File: src/rtl/audio_regs_bank.sv
// rtl/audio_regs_bank.sv - AudioNet control/status register bank
//
// Purpose:
//   Bus-mapped control/status registers for the AudioNet datapath. A single
//   request per cycle on the val/ready bus is answered exactly one cycle later.
//   The bank holds the TDM2P control and payload snapshot, the P2TDM control,
//   a staged P2TDM payload with a commit strobe, saturating read-to-clear event
//   counters, W1C sticky status with a maskable interrupt, per-channel
//   gain/balance and the TDM mux select.
//
// Ports:
//   clk_i, rst_i                    clock, asynchronous active-high reset
//   val_i, addr_i, write_i, wdata_i bus request (byte address, [1:0] ignored)
//   rdata_o, ready_o                bus response, rdata_o is 0 unless a read completes
//   tdm2p_enable_o, tdm2p_clk_*_o   TDM2P control fields
//   tdm2p_valid_i, tdm2p_pdata_i    TDM2P payload feeding the snapshot
//   p2tdm_enable_o                  P2TDM enable
//   retrans_incr_i, dropped_incr_i  event pulses for the two counters
//   p2tdm_valid_o, p2tdm_pdata_o    committed P2TDM payload and one-cycle strobe
//   gain_o, bal_o                   per-channel gain (16b) and balance (8b)
//   sel_o                           TDM mux select
//   irq_o                           registered OR of enabled status bits

module audio_regs_bank #(
  parameter int NUM_CH  = 4,
  parameter int PDATA_W = 256,
  parameter int CNT_W   = 16
) (
  input  logic                   clk_i,
  input  logic                   rst_i,
  input  logic                   val_i,
  input  logic [9:0]             addr_i,
  input  logic                   write_i,
  input  logic [31:0]            wdata_i,
  output logic [31:0]            rdata_o,
  output logic                   ready_o,
  output logic                   tdm2p_enable_o,
  output logic [7:0]             tdm2p_clk_mask_o,
  output logic [7:0]             tdm2p_clk_patt_o,
  input  logic                   tdm2p_valid_i,
  input  logic [PDATA_W-1:0]     tdm2p_pdata_i,
  output logic                   p2tdm_enable_o,
  input  logic                   retrans_incr_i,
  input  logic                   dropped_incr_i,
  output logic                   p2tdm_valid_o,
  output logic [PDATA_W-1:0]     p2tdm_pdata_o,
  output logic [NUM_CH*16-1:0]   gain_o,
  output logic [NUM_CH*8-1:0]    bal_o,
  output logic                   sel_o,
  output logic                   irq_o
);

  localparam int NW = PDATA_W / 32;

  // Word addresses (byte address >> 2)
  localparam logic [7:0] W_TDM2P_CTRL = 8'h00;
  localparam logic [7:0] W_SNAP0      = 8'h04;
  localparam logic [7:0] W_P2TDM_CTRL = 8'h40;
  localparam logic [7:0] W_CNT        = 8'h41;
  localparam logic [7:0] W_STATUS     = 8'h42;
  localparam logic [7:0] W_IRQ_EN     = 8'h43;
  localparam logic [7:0] W_STAGE0     = 8'h44;
  localparam logic [7:0] W_COMMIT     = 8'h7C;
  localparam logic [7:0] W_CH0        = 8'h80;
  localparam logic [7:0] W_SEL        = 8'hC0;

  localparam logic [CNT_W-1:0] CNT_MAX  = '1;
  localparam logic [31:0]      UNMAPPED = 32'hBADACE55;

  logic [7:0] word;
  logic       wr_en;
  logic       rd_en;
  logic       unused_addr_bits;

  logic             tdm2p_en_q, tdm2p_en_d;
  logic             freeze_q, freeze_d;
  logic [7:0]       clk_mask_q, clk_mask_d;
  logic [7:0]       clk_patt_q, clk_patt_d;
  logic [31:0]      snap_q [NW];
  logic [31:0]      snap_d [NW];
  logic             p2tdm_en_q, p2tdm_en_d;
  logic [CNT_W-1:0] retrans_cnt_q, retrans_cnt_d;
  logic [CNT_W-1:0] dropped_cnt_q, dropped_cnt_d;
  logic [1:0]       status_q, status_d;
  logic [1:0]       irq_en_q, irq_en_d;
  logic [31:0]      stage_q [NW];
  logic [31:0]      stage_d [NW];
  logic             p2tdm_valid_q, p2tdm_valid_d;
  logic [PDATA_W-1:0] p2tdm_pdata_q, p2tdm_pdata_d;
  logic [PDATA_W-1:0] stage_flat;
  logic [23:0]      ch_q [NUM_CH];
  logic [23:0]      ch_d [NUM_CH];
  logic             sel_q, sel_d;
  logic             irq_q, irq_d;
  logic             ready_q, ready_d;
  logic [31:0]      rdata_q, rdata_d;

  logic [31:0]      rd_mux;
  logic             cnt_clr;
  logic             ret_sat, drop_sat;
  logic [CNT_W-1:0] ret_base, drop_base;
  logic [15:0]      ret16, drop16;

  assign word             = addr_i[9:2];
  assign unused_addr_bits = ^addr_i[1:0];
  assign wr_en            = val_i & write_i;
  assign rd_en            = val_i & ~write_i;

  for (genvar k = 0; k < NW; k++) begin : g_stage_flat
    assign stage_flat[32*k +: 32] = stage_q[k];
  end

  for (genvar c = 0; c < NUM_CH; c++) begin : g_ch_out
    assign gain_o[16*c +: 16] = ch_q[c][15:0];
    assign bal_o[8*c +: 8]    = ch_q[c][23:16];
  end

  // Zero-extended counter views for the CNT word
  always_comb begin
    ret16                = '0;
    drop16               = '0;
    ret16[CNT_W-1:0]     = retrans_cnt_q;
    drop16[CNT_W-1:0]    = dropped_cnt_q;
  end

  // Read mux: always reflects register state before this cycle's updates,
  // so a same-cycle capture/increment is not visible in the returned word.
  always_comb begin
    rd_mux = UNMAPPED;
    if (word == W_TDM2P_CTRL) rd_mux = {tdm2p_en_q, 14'b0, freeze_q, clk_mask_q, clk_patt_q};
    if (word == W_P2TDM_CTRL) rd_mux = {p2tdm_en_q, 31'b0};
    if (word == W_CNT)        rd_mux = {ret16, drop16};
    if (word == W_STATUS)     rd_mux = {30'b0, status_q};
    if (word == W_IRQ_EN)     rd_mux = {30'b0, irq_en_q};
    if (word == W_COMMIT)     rd_mux = 32'b0;
    if (word == W_SEL)        rd_mux = {31'b0, sel_q};
    for (int k = 0; k < NW; k++) begin
      if (word == W_SNAP0 + 8'(k))  rd_mux = snap_q[k];
      if (word == W_STAGE0 + 8'(k)) rd_mux = stage_q[k];
    end
    for (int c = 0; c < NUM_CH; c++) begin
      if (word == W_CH0 + 8'(c)) rd_mux = {8'b0, ch_q[c]};
    end
  end

  // Saturating event counters. A CNT read clears both counters; an increment
  // in the same cycle then lands on the cleared value.
  always_comb begin
    cnt_clr   = rd_en && (word == W_CNT);
    ret_sat   = 1'b0;
    drop_sat  = 1'b0;
    ret_base  = cnt_clr ? '0 : retrans_cnt_q;
    drop_base = cnt_clr ? '0 : dropped_cnt_q;
    retrans_cnt_d = ret_base;
    dropped_cnt_d = drop_base;
    if (retrans_incr_i) begin
      if (ret_base == CNT_MAX) ret_sat = 1'b1;
      else                     retrans_cnt_d = ret_base + 1'b1;
    end
    if (dropped_incr_i) begin
      if (drop_base == CNT_MAX) drop_sat = 1'b1;
      else                      dropped_cnt_d = drop_base + 1'b1;
    end
  end

  always_comb begin
    tdm2p_en_d    = tdm2p_en_q;
    freeze_d      = freeze_q;
    clk_mask_d    = clk_mask_q;
    clk_patt_d    = clk_patt_q;
    p2tdm_en_d    = p2tdm_en_q;
    irq_en_d      = irq_en_q;
    sel_d         = sel_q;
    p2tdm_valid_d = 1'b0;
    p2tdm_pdata_d = p2tdm_pdata_q;
    for (int k = 0; k < NW; k++) begin
      stage_d[k] = stage_q[k];
      // Whole payload is captured in one edge, so freeze holds all words together
      snap_d[k]  = (tdm2p_valid_i && !freeze_q) ? tdm2p_pdata_i[32*k +: 32] : snap_q[k];
    end
    for (int c = 0; c < NUM_CH; c++) begin
      ch_d[c] = ch_q[c];
    end

    // Sticky status: a new saturation event wins over a same-cycle W1C
    status_d = status_q;
    if (wr_en && (word == W_STATUS)) status_d = status_q & ~wdata_i[1:0];
    status_d = status_d | {drop_sat, ret_sat};

    if (wr_en) begin
      if (word == W_TDM2P_CTRL) begin
        tdm2p_en_d = wdata_i[31];
        freeze_d   = wdata_i[16];
        clk_mask_d = wdata_i[15:8];
        clk_patt_d = wdata_i[7:0];
      end
      if (word == W_P2TDM_CTRL) p2tdm_en_d = wdata_i[31];
      if (word == W_IRQ_EN)     irq_en_d   = wdata_i[1:0];
      if (word == W_SEL)        sel_d      = wdata_i[0];
      if (word == W_COMMIT) begin
        p2tdm_valid_d = 1'b1;
        p2tdm_pdata_d = stage_flat;
      end
      for (int k = 0; k < NW; k++) begin
        if (word == W_STAGE0 + 8'(k)) stage_d[k] = wdata_i;
      end
      for (int c = 0; c < NUM_CH; c++) begin
        if (word == W_CH0 + 8'(c)) ch_d[c] = wdata_i[23:0];
      end
    end

    irq_d   = |(status_q & irq_en_q);
    ready_d = val_i;
    rdata_d = rd_en ? rd_mux : 32'b0;
  end

  always_ff @(posedge clk_i or posedge rst_i) begin
    if (rst_i) begin
      tdm2p_en_q    <= 1'b0;
      freeze_q      <= 1'b0;
      clk_mask_q    <= '0;
      clk_patt_q    <= '0;
      p2tdm_en_q    <= 1'b0;
      retrans_cnt_q <= '0;
      dropped_cnt_q <= '0;
      status_q      <= '0;
      irq_en_q      <= '0;
      p2tdm_valid_q <= 1'b0;
      p2tdm_pdata_q <= '0;
      sel_q         <= 1'b0;
      irq_q         <= 1'b0;
      ready_q       <= 1'b0;
      rdata_q       <= '0;
      for (int k = 0; k < NW; k++) begin
        snap_q[k]  <= '0;
        stage_q[k] <= '0;
      end
      for (int c = 0; c < NUM_CH; c++) begin
        ch_q[c] <= '0;
      end
    end else begin
      tdm2p_en_q    <= tdm2p_en_d;
      freeze_q      <= freeze_d;
      clk_mask_q    <= clk_mask_d;
      clk_patt_q    <= clk_patt_d;
      p2tdm_en_q    <= p2tdm_en_d;
      retrans_cnt_q <= retrans_cnt_d;
      dropped_cnt_q <= dropped_cnt_d;
      status_q      <= status_d;
      irq_en_q      <= irq_en_d;
      p2tdm_valid_q <= p2tdm_valid_d;
      p2tdm_pdata_q <= p2tdm_pdata_d;
      sel_q         <= sel_d;
      irq_q         <= irq_d;
      ready_q       <= ready_d;
      rdata_q       <= rdata_d;
      for (int k = 0; k < NW; k++) begin
        snap_q[k]  <= snap_d[k];
        stage_q[k] <= stage_d[k];
      end
      for (int c = 0; c < NUM_CH; c++) begin
        ch_q[c] <= ch_d[c];
      end
    end
  end

  assign rdata_o          = rdata_q;
  assign ready_o          = ready_q;
  assign tdm2p_enable_o   = tdm2p_en_q;
  assign tdm2p_clk_mask_o = clk_mask_q;
  assign tdm2p_clk_patt_o = clk_patt_q;
  assign p2tdm_enable_o   = p2tdm_en_q;
  assign p2tdm_valid_o    = p2tdm_valid_q;
  assign p2tdm_pdata_o    = p2tdm_pdata_q;
  assign sel_o            = sel_q;
  assign irq_o            = irq_q;

endmodule

File: config.mk
export PLATFORM = sky130hd
export DESIGN_NAME = audio_regs_bank
export DESIGN_NICKNAME = d
export VERILOG_FILES = /design/src/rtl/audio_regs_bank.sv
export SDC_FILE = /design/constraint.sdc
export NUM_CORES = 2
export LEC_CHECK = 0
export ABC_CLOCK_PERIOD_IN_PS = 57100
export CAP_MARGIN = 40
export CORE_AREA = 2 2 280 282
export CTS_CLUSTER_DIAMETER = 100
export DETAILED_ROUTE_END_ITERATION = 10
export DIE_AREA = 0 0 282 284
export GPL_TIMING_DRIVEN = 1
export PLACE_DENSITY = 0.84
export SLEW_MARGIN = 20
export SYNTH_ARGS = -nofsm -noshare
export SYNTH_HDL_FRONTEND = slang
export SYNTH_SLANG_ARGS = --single-unit
File: constraint.sdc
create_clock -name clk_i -period 57.1 [get_ports clk_i]
set_input_delay 11.42 -clock clk_i [delete_from_list [all_inputs] [get_ports clk_i]]
set_output_delay 11.42 -clock clk_i [all_outputs]
set_load 0.02 [all_outputs]
### After elaboration in Yosys (flattened, before gate mapping)

Index checks and enable logic that the tools add are counted.

* flip-flop bits (word level): 955
* bits in latches: 0
* memory bits (writable): 0
* bits in read-only memories: 0
* input bits: 305
* output and inout port bits: 406
* logic and storage cells: 136
* memories: 0

* add/sub/neg operators: 2
* $mul: 0
* divide/modulo/power cells: 0
* magnitude comparators: 0
* equality and inequality tests: 28
* shift-type cells: 0
* multiplexer cells: 41
* bitwise operators: 7
* reduce and logical (&&, ||, !) cells: 23

Operator list (number)
* $mux 32: 28
* $eq 8x7->1 const B: 13
* $mux 16: 6
* $eq 8x8->1 const B: 5
* $reduce_and 2->1: 17
* $add 16x1->16 const B: 2
* $eq 16x16->1 const B: 2
* $eq 8x3->1 const B: 4
* $eq 8x4->1 const B: 4
* $logic_not 8->1: 1
* $mux 1: 6
* $and 2x2->2: 2
* $logic_and 1x1->1: 3
* $and 1x1->1: 2
* $mux 2: 1
* $not 2->2: 1
* $or 2x2->2: 1
* $reduce_or 2->1: 1
* $logic_not 1->1: 1
* $not 1->1: 1

### Logic depth before layout (Yosys ltp)

* word-level depth: 29
* gate-level depth with buffers: 13
* mapped depth without buffers: 10

### Worst setup path before layout

OpenSTA, ideal clock, no wires.

* kind: input to register
* from: input addr_i[6]
* to: register dropped_cnt_q[11], in the netlist drop16[11]
* library setup time: 78 ps
* data arrival time: 13685 ps
* required time: 57022 ps
* path slack: 43337 ps
* cell stages on the path: 11
* path buffers: 2
* cells stage by stage: buf_2 nor4b_2 buf_2 nand3_1 and2_1 ha_1 nand2_1 o41a_2 nand4_2 or3_1 a21oi_1

* cells in the longest elaborated chain, start to end: 6
* elaborated cells between the ends (all ways): 7
* classes of those cells: add/sub: 1; eq/ne: 2; mux: 3; reduce/logical: 1

Ends and longest elaborated chain
* start: declaration: line 32 `input logic [9:0] addr_i,`
* $eq 8x7->1 (*): line 149 `cnt_clr = rd_en && (word == W_CNT);`
* $logic_and 1x1->1 (*): line 149
* $mux 16 (*): line 153 `drop_base = cnt_clr ? '0 : dropped_cnt_q;`
* $add 16x1->16 / $eq 16x16->1 (equally long branches): line 162, 161
* $mux 16: line 161 `if (drop_base == CNT_MAX) drop_sat = 1'b1;`
* $mux 16 (*): line 160 `if (dropped_incr_i) begin`
* net dropped_cnt_d[11]: line 83 `logic [CNT_W-1:0] dropped_cnt_q, dropped_cnt_d;`
* end signal: assignment: line 248 `dropped_cnt_q <= dropped_cnt_d;`
* end: declaration: line 83

The timed path passes the listed nets; every way through them passes the cells marked *.
A chain may end at the register's enable or synchronous reset.

### Worst setup path after layout

* from: input addr_i[3]
* to: register rdata_q[24], in the netlist rdata_o[24]

* cells in the longest elaborated chain, start to end: 28
* elaborated cells between the ends (all ways): 53
* classes of those cells: eq/ne: 26; mux: 27

Ends and longest elaborated chain
* $eq 8x7->1: line 131 `if (word == W_P2TDM_CTRL) rd_mux = {p2tdm_en_q, 31'b0};`
* $mux 32: line 131
* $mux 32: line 132 `if (word == W_CNT) rd_mux = {ret16, drop16};`
* $mux 32: line 133 `if (word == W_STATUS) rd_mux = {30'b0, status_q};`
* $mux 32: line 134 `if (word == W_IRQ_EN) rd_mux = {30'b0, irq_en_q};`
* $mux 32: line 135 `if (word == W_COMMIT) rd_mux = 32'b0;`
* $mux 32: line 136 `if (word == W_SEL) rd_mux = {31'b0, sel_q};`
* $mux 32: line 138 `if (word == W_SNAP0 + 8'(k)) rd_mux = snap_q[k];`
* (+11 left out)
* $mux 32: line 138
* $mux 32: line 139 `if (word == W_STAGE0 + 8'(k)) rd_mux = stage_q[k];`
* $mux 32: line 138
* $mux 32: line 139
* $mux 32 (3 in a row): line 142 `if (word == W_CH0 + 8'(c)) rd_mux = {8'b0, ch_q[c]};`
* $mux 32 (*): line 142
* $mux 32 (*): line 214 `rdata_d = rd_en ? rd_mux : 32'b0;`
* net rdata_d[24]: line 96 `logic [31:0] rdata_q, rdata_d;`
* end signal: assignment: line 256 `rdata_q <= rdata_d;`
* end: declaration: line 96

Marked as above.

==> flow_summary.yaml <==
worst_setup_path:
  crit_type: "in -> reg"
  critPathCaptureType: "flop"
  worstPathArrival_ns: 15.64
  required_ns: 57.61
  crit_path_max_fanout: 41
  crit_path_start_kind: "input pin"
  r2r_slack_ns: 53.88
pwr:
  clockPowerShare: 0.441
  p_leak_nw: 25.2
  p_int_w: 0.00117
  power_density_nw_per_um2: 28.8
  power_switching_w: 0.000385
  swShare: 0.247
  combPwrFrac: 0.087
  p_seq_frac: 0.472
  peakVddDrop_v: 0.0000266
drt:
  avgViaCountPerCell: 6.51
  drt-total-wl_um: 175000
  vias: 35999
  ant_nets: 0
  first_pass_iters: 6
  drcViolationCount: 0
  routedWlPerCell_um: 31.7
  initialDrtViolationCount: 4427
synthesis:
  ys_types: 88
  synthCells: 3718
  synth_commonest_cells: "955 x dfrtp_1, 888 x nand2_1, 635 x mux2_2"
  syn_nets: 4025
  synth_area_um2: 41900
  yosys_warnings: 0
  synth_edf_count: 0
  ys.flop_type: "dfrtp_1"
  yosys.area.top_type_share: 0.570
  synth.most_common_cell: "dfrtp_1"
  async_flop_share: 1.00
  syn_area_per_cell_um2: 11.3
  synth_top_area_cell: "dfrtp_1"
  synthTopCellsByArea: "dfrtp_1 57%, mux2_2 17%, nand2_1 8.0%"
  ys_seq_area_frac: 0.570
  ys_ff_latch: 955
job:
  drv_cap: 0
die:
  rows: 102
  die_h_um: 284
  io_pins: 711
  coreArea_um2: 77000
  die-area_um2: 80100
  start_util: 0.544
  fp.dieW_um: 282
clock_network:
  cts_buffer_depth: 3
  cts-root-buf: "clkbuf_16"
  htree_levels: 3
  clk_latency_ns: 0.67
  cts_tree: "yes"
  cts_resized: 0
  cts_setup_buffers: 0
  ctsHoldBuffers: 0
  numCtsBuffers: 98
  clock_sinks: 955
  clk_pin_slew_ns: 0.06
placed_design:
  dp.cells: 5328
  portBuffers: 708
  dp_hpwl_um: 123000
  gp_congestion: 0.953
worst_hold_path:
  hp-class: "reg -> reg"
timing:
  finalSetupTns_ns: 0
  skew_ns: 0.0237
  finalSetupViolCount: 0
  drv_slew: 0
  hold_viol: 0
  fmax_mhz: 66.1
  tightest_slew_ns: 1.13
  hold_ws_ns: 0.463
  rsz0062_at_grt: "false"
  final.period_utilization: 0.265
  timing.slew.headroom: 0.245
  period_minus_slack_ns: 15.13
global_route:
  grt_first_pass_wirelength_um: 248000
  grt_max_degree: 196
  grt_antenna_before_repair: 32
  track_usage: 0.431
  grt_overflow_total: 0
  first_global_vias: 35732
finish:
  fin_cells: 5532
  num-fill-cells: 5468
  seq_area_um2: 23900
  nets: 4702
  area_growth_pct: 29.3
  multiInputGateArea_um2: 16900
  final_layout_size_suffix_gt1_frac: 0.219
  final_util: 0.704
status:
  status: "complete, no violations"
==> cell usage in the layout (no fill, tap or decap), types with 11 or more instances in the layout <==
| master | n |
|---|---|
| inv_1 | 12 |
| nor2b_1 | 11 |
| diode_2 | 16 |
| nor2_1 | 117 |
| a22o_1 | 13 |
| clkdlybuf4s50_1 | 705 |
| a221oi_1 | 35 |
| xnor2_1 | 11 |
| xor2_1 | 14 |
| dfrtp_1 | 955 |
| or3_1 | 12 |
| o221ai_1 | 24 |
| a21o_1 | 11 |
| a2111oi_0 | 12 |
| clkbuf_16 | 100 |
| clkinv_2 | 17 |
| nor3_1 | 33 |
| bufinv_16 | 12 |
| o21ai_0 | 108 |
| nand4_1 | 14 |
| nand2_1 | 884 |
| a22oi_1 | 41 |
| mux2i_1 | 30 |
| mux2_2 | 635 |
| buf_16 | 14 |
| and3_1 | 12 |
| nor2_2 | 11 |
| a31oi_1 | 15 |
| and2_1 | 11 |
| o211ai_1 | 22 |
| a211oi_1 | 18 |
| buf_4 | 93 |
| nand3_1 | 39 |
| a21oi_1 | 101 |
| clkbuf_1 | 17 |
| o22ai_1 | 69 |
| clkbuf_8 | 19 |
| buf_8 | 14 |
| a221o_1 | 20 |
==> power groups by stage <==
stage	Sequential [W]	Clock [W]	Combinational, W
finish	0.000736	0.000687	0.000136
global route	0.000737	0.000714	0.000144
CTS	0.000734	0.000686	0.000134
detailed placement	0.000746	0	0.000133
global placement	0.000744	0	0.000126
floorplan	0.000742	0	0.0000658
==> state kept, by name, summed over array words and instances (netlist names) <==
name / flops
rdata_o: 32
ret16: 16
snap_q: 256
freeze_q: 1
p2tdm_enable_o: 1
tdm2p_clk_mask_o: 8
ready_o: 1
stage_flat: 256
tdm2p_clk_patt_o: 8
p2tdm_pdata_o: 256
irq_en_q: 2
irq_o: 1
sel_o: 1
gain_o: 64
drop16: 16
p2tdm_valid_o: 1
status_q: 2
bal_o: 32
tdm2p_enable_o: 1
==> routing by layer <==
metal,track usage,wire length [um]
met1,0.543,62300
met2,0.646,77600
met3,0.114,20000
met4,0.306,14900
met5,0,206
==> worst paths after layout <==
check	from	end	depth (start not counted)
max	addr_i[3]	rdata_o[24]$_DFF_PP0_	10
min	p2tdm_pdata_o[81]$_DFFE_PP0P_	p2tdm_pdata_o[81]$_DFFE_PP0P_	2
max reg2reg	freeze_q$_DFFE_PP0P_	snap_q[79]$_DFFE_PP0P_	4
min reg2reg	p2tdm_pdata_o[81]$_DFFE_PP0P_	p2tdm_pdata_o[81]$_DFFE_PP0P_	2
max in group asynchronous	rst_i	p2tdm_pdata_o[184]$_DFFE_PP0P_	7
min in group asynchronous	rst_i	p2tdm_pdata_o[23]$_DFFE_PP0P_	2
==> area by class of cell <==
class                           count  share of cell area
Clock inverter                     45              0.0112
Timing Repair Buffer              839               0.157
Antenna cell                       16            0.000739
Clock buffer                      136              0.0522
Multi-Input combinational cell   2487               0.312
Tap cell                         1040              0.0240
Sequential cell                   955               0.441
Inverter                           14             0.00111
==> worst max-delay path, stage by stage <==
cell      delay, ns
buf_4          0.28
buf_4          0.39
buf_4          0.62
or2_2          0.66
nor3_2         0.29
buf_4          0.28
o32ai_1        0.68
a31oi_1        0.36
o22ai_1        0.36
a21boi_0       0.18
==> per-stage QoR <==
step	power, W	cell area (um2)	setup WS, ns
floorplan	0.000807	41900	18.82
global placement	0.000871	50000	41.37
detailed placement	0.000878	50600	41.49
CTS	0.00155	54000	42.18
global route	0.00160	54200	42.01
finish	0.00156	54200	41.97
==> logic make-up (layout without fill, tap and decap cells) <==
group | count (synthesis) | after routing | synth area share
adders and majority gates | 2 | 2 | 0.000597
xor gates and xnor gates | 25 | 25 | 0.00523
DFF | 955 | 955 | 0.570
muxes | 667 | 667 | 0.179
other | 0 | 16 | 0
AOI/OAI and AO/OA | 570 | 570 | 0.0935
buffers and inverters | 276 | 1034 | 0.0277
and+or+nand+nor | 1223 | 1223 | 0.124
Note: power is estimated with default switching activity, not from simulation.
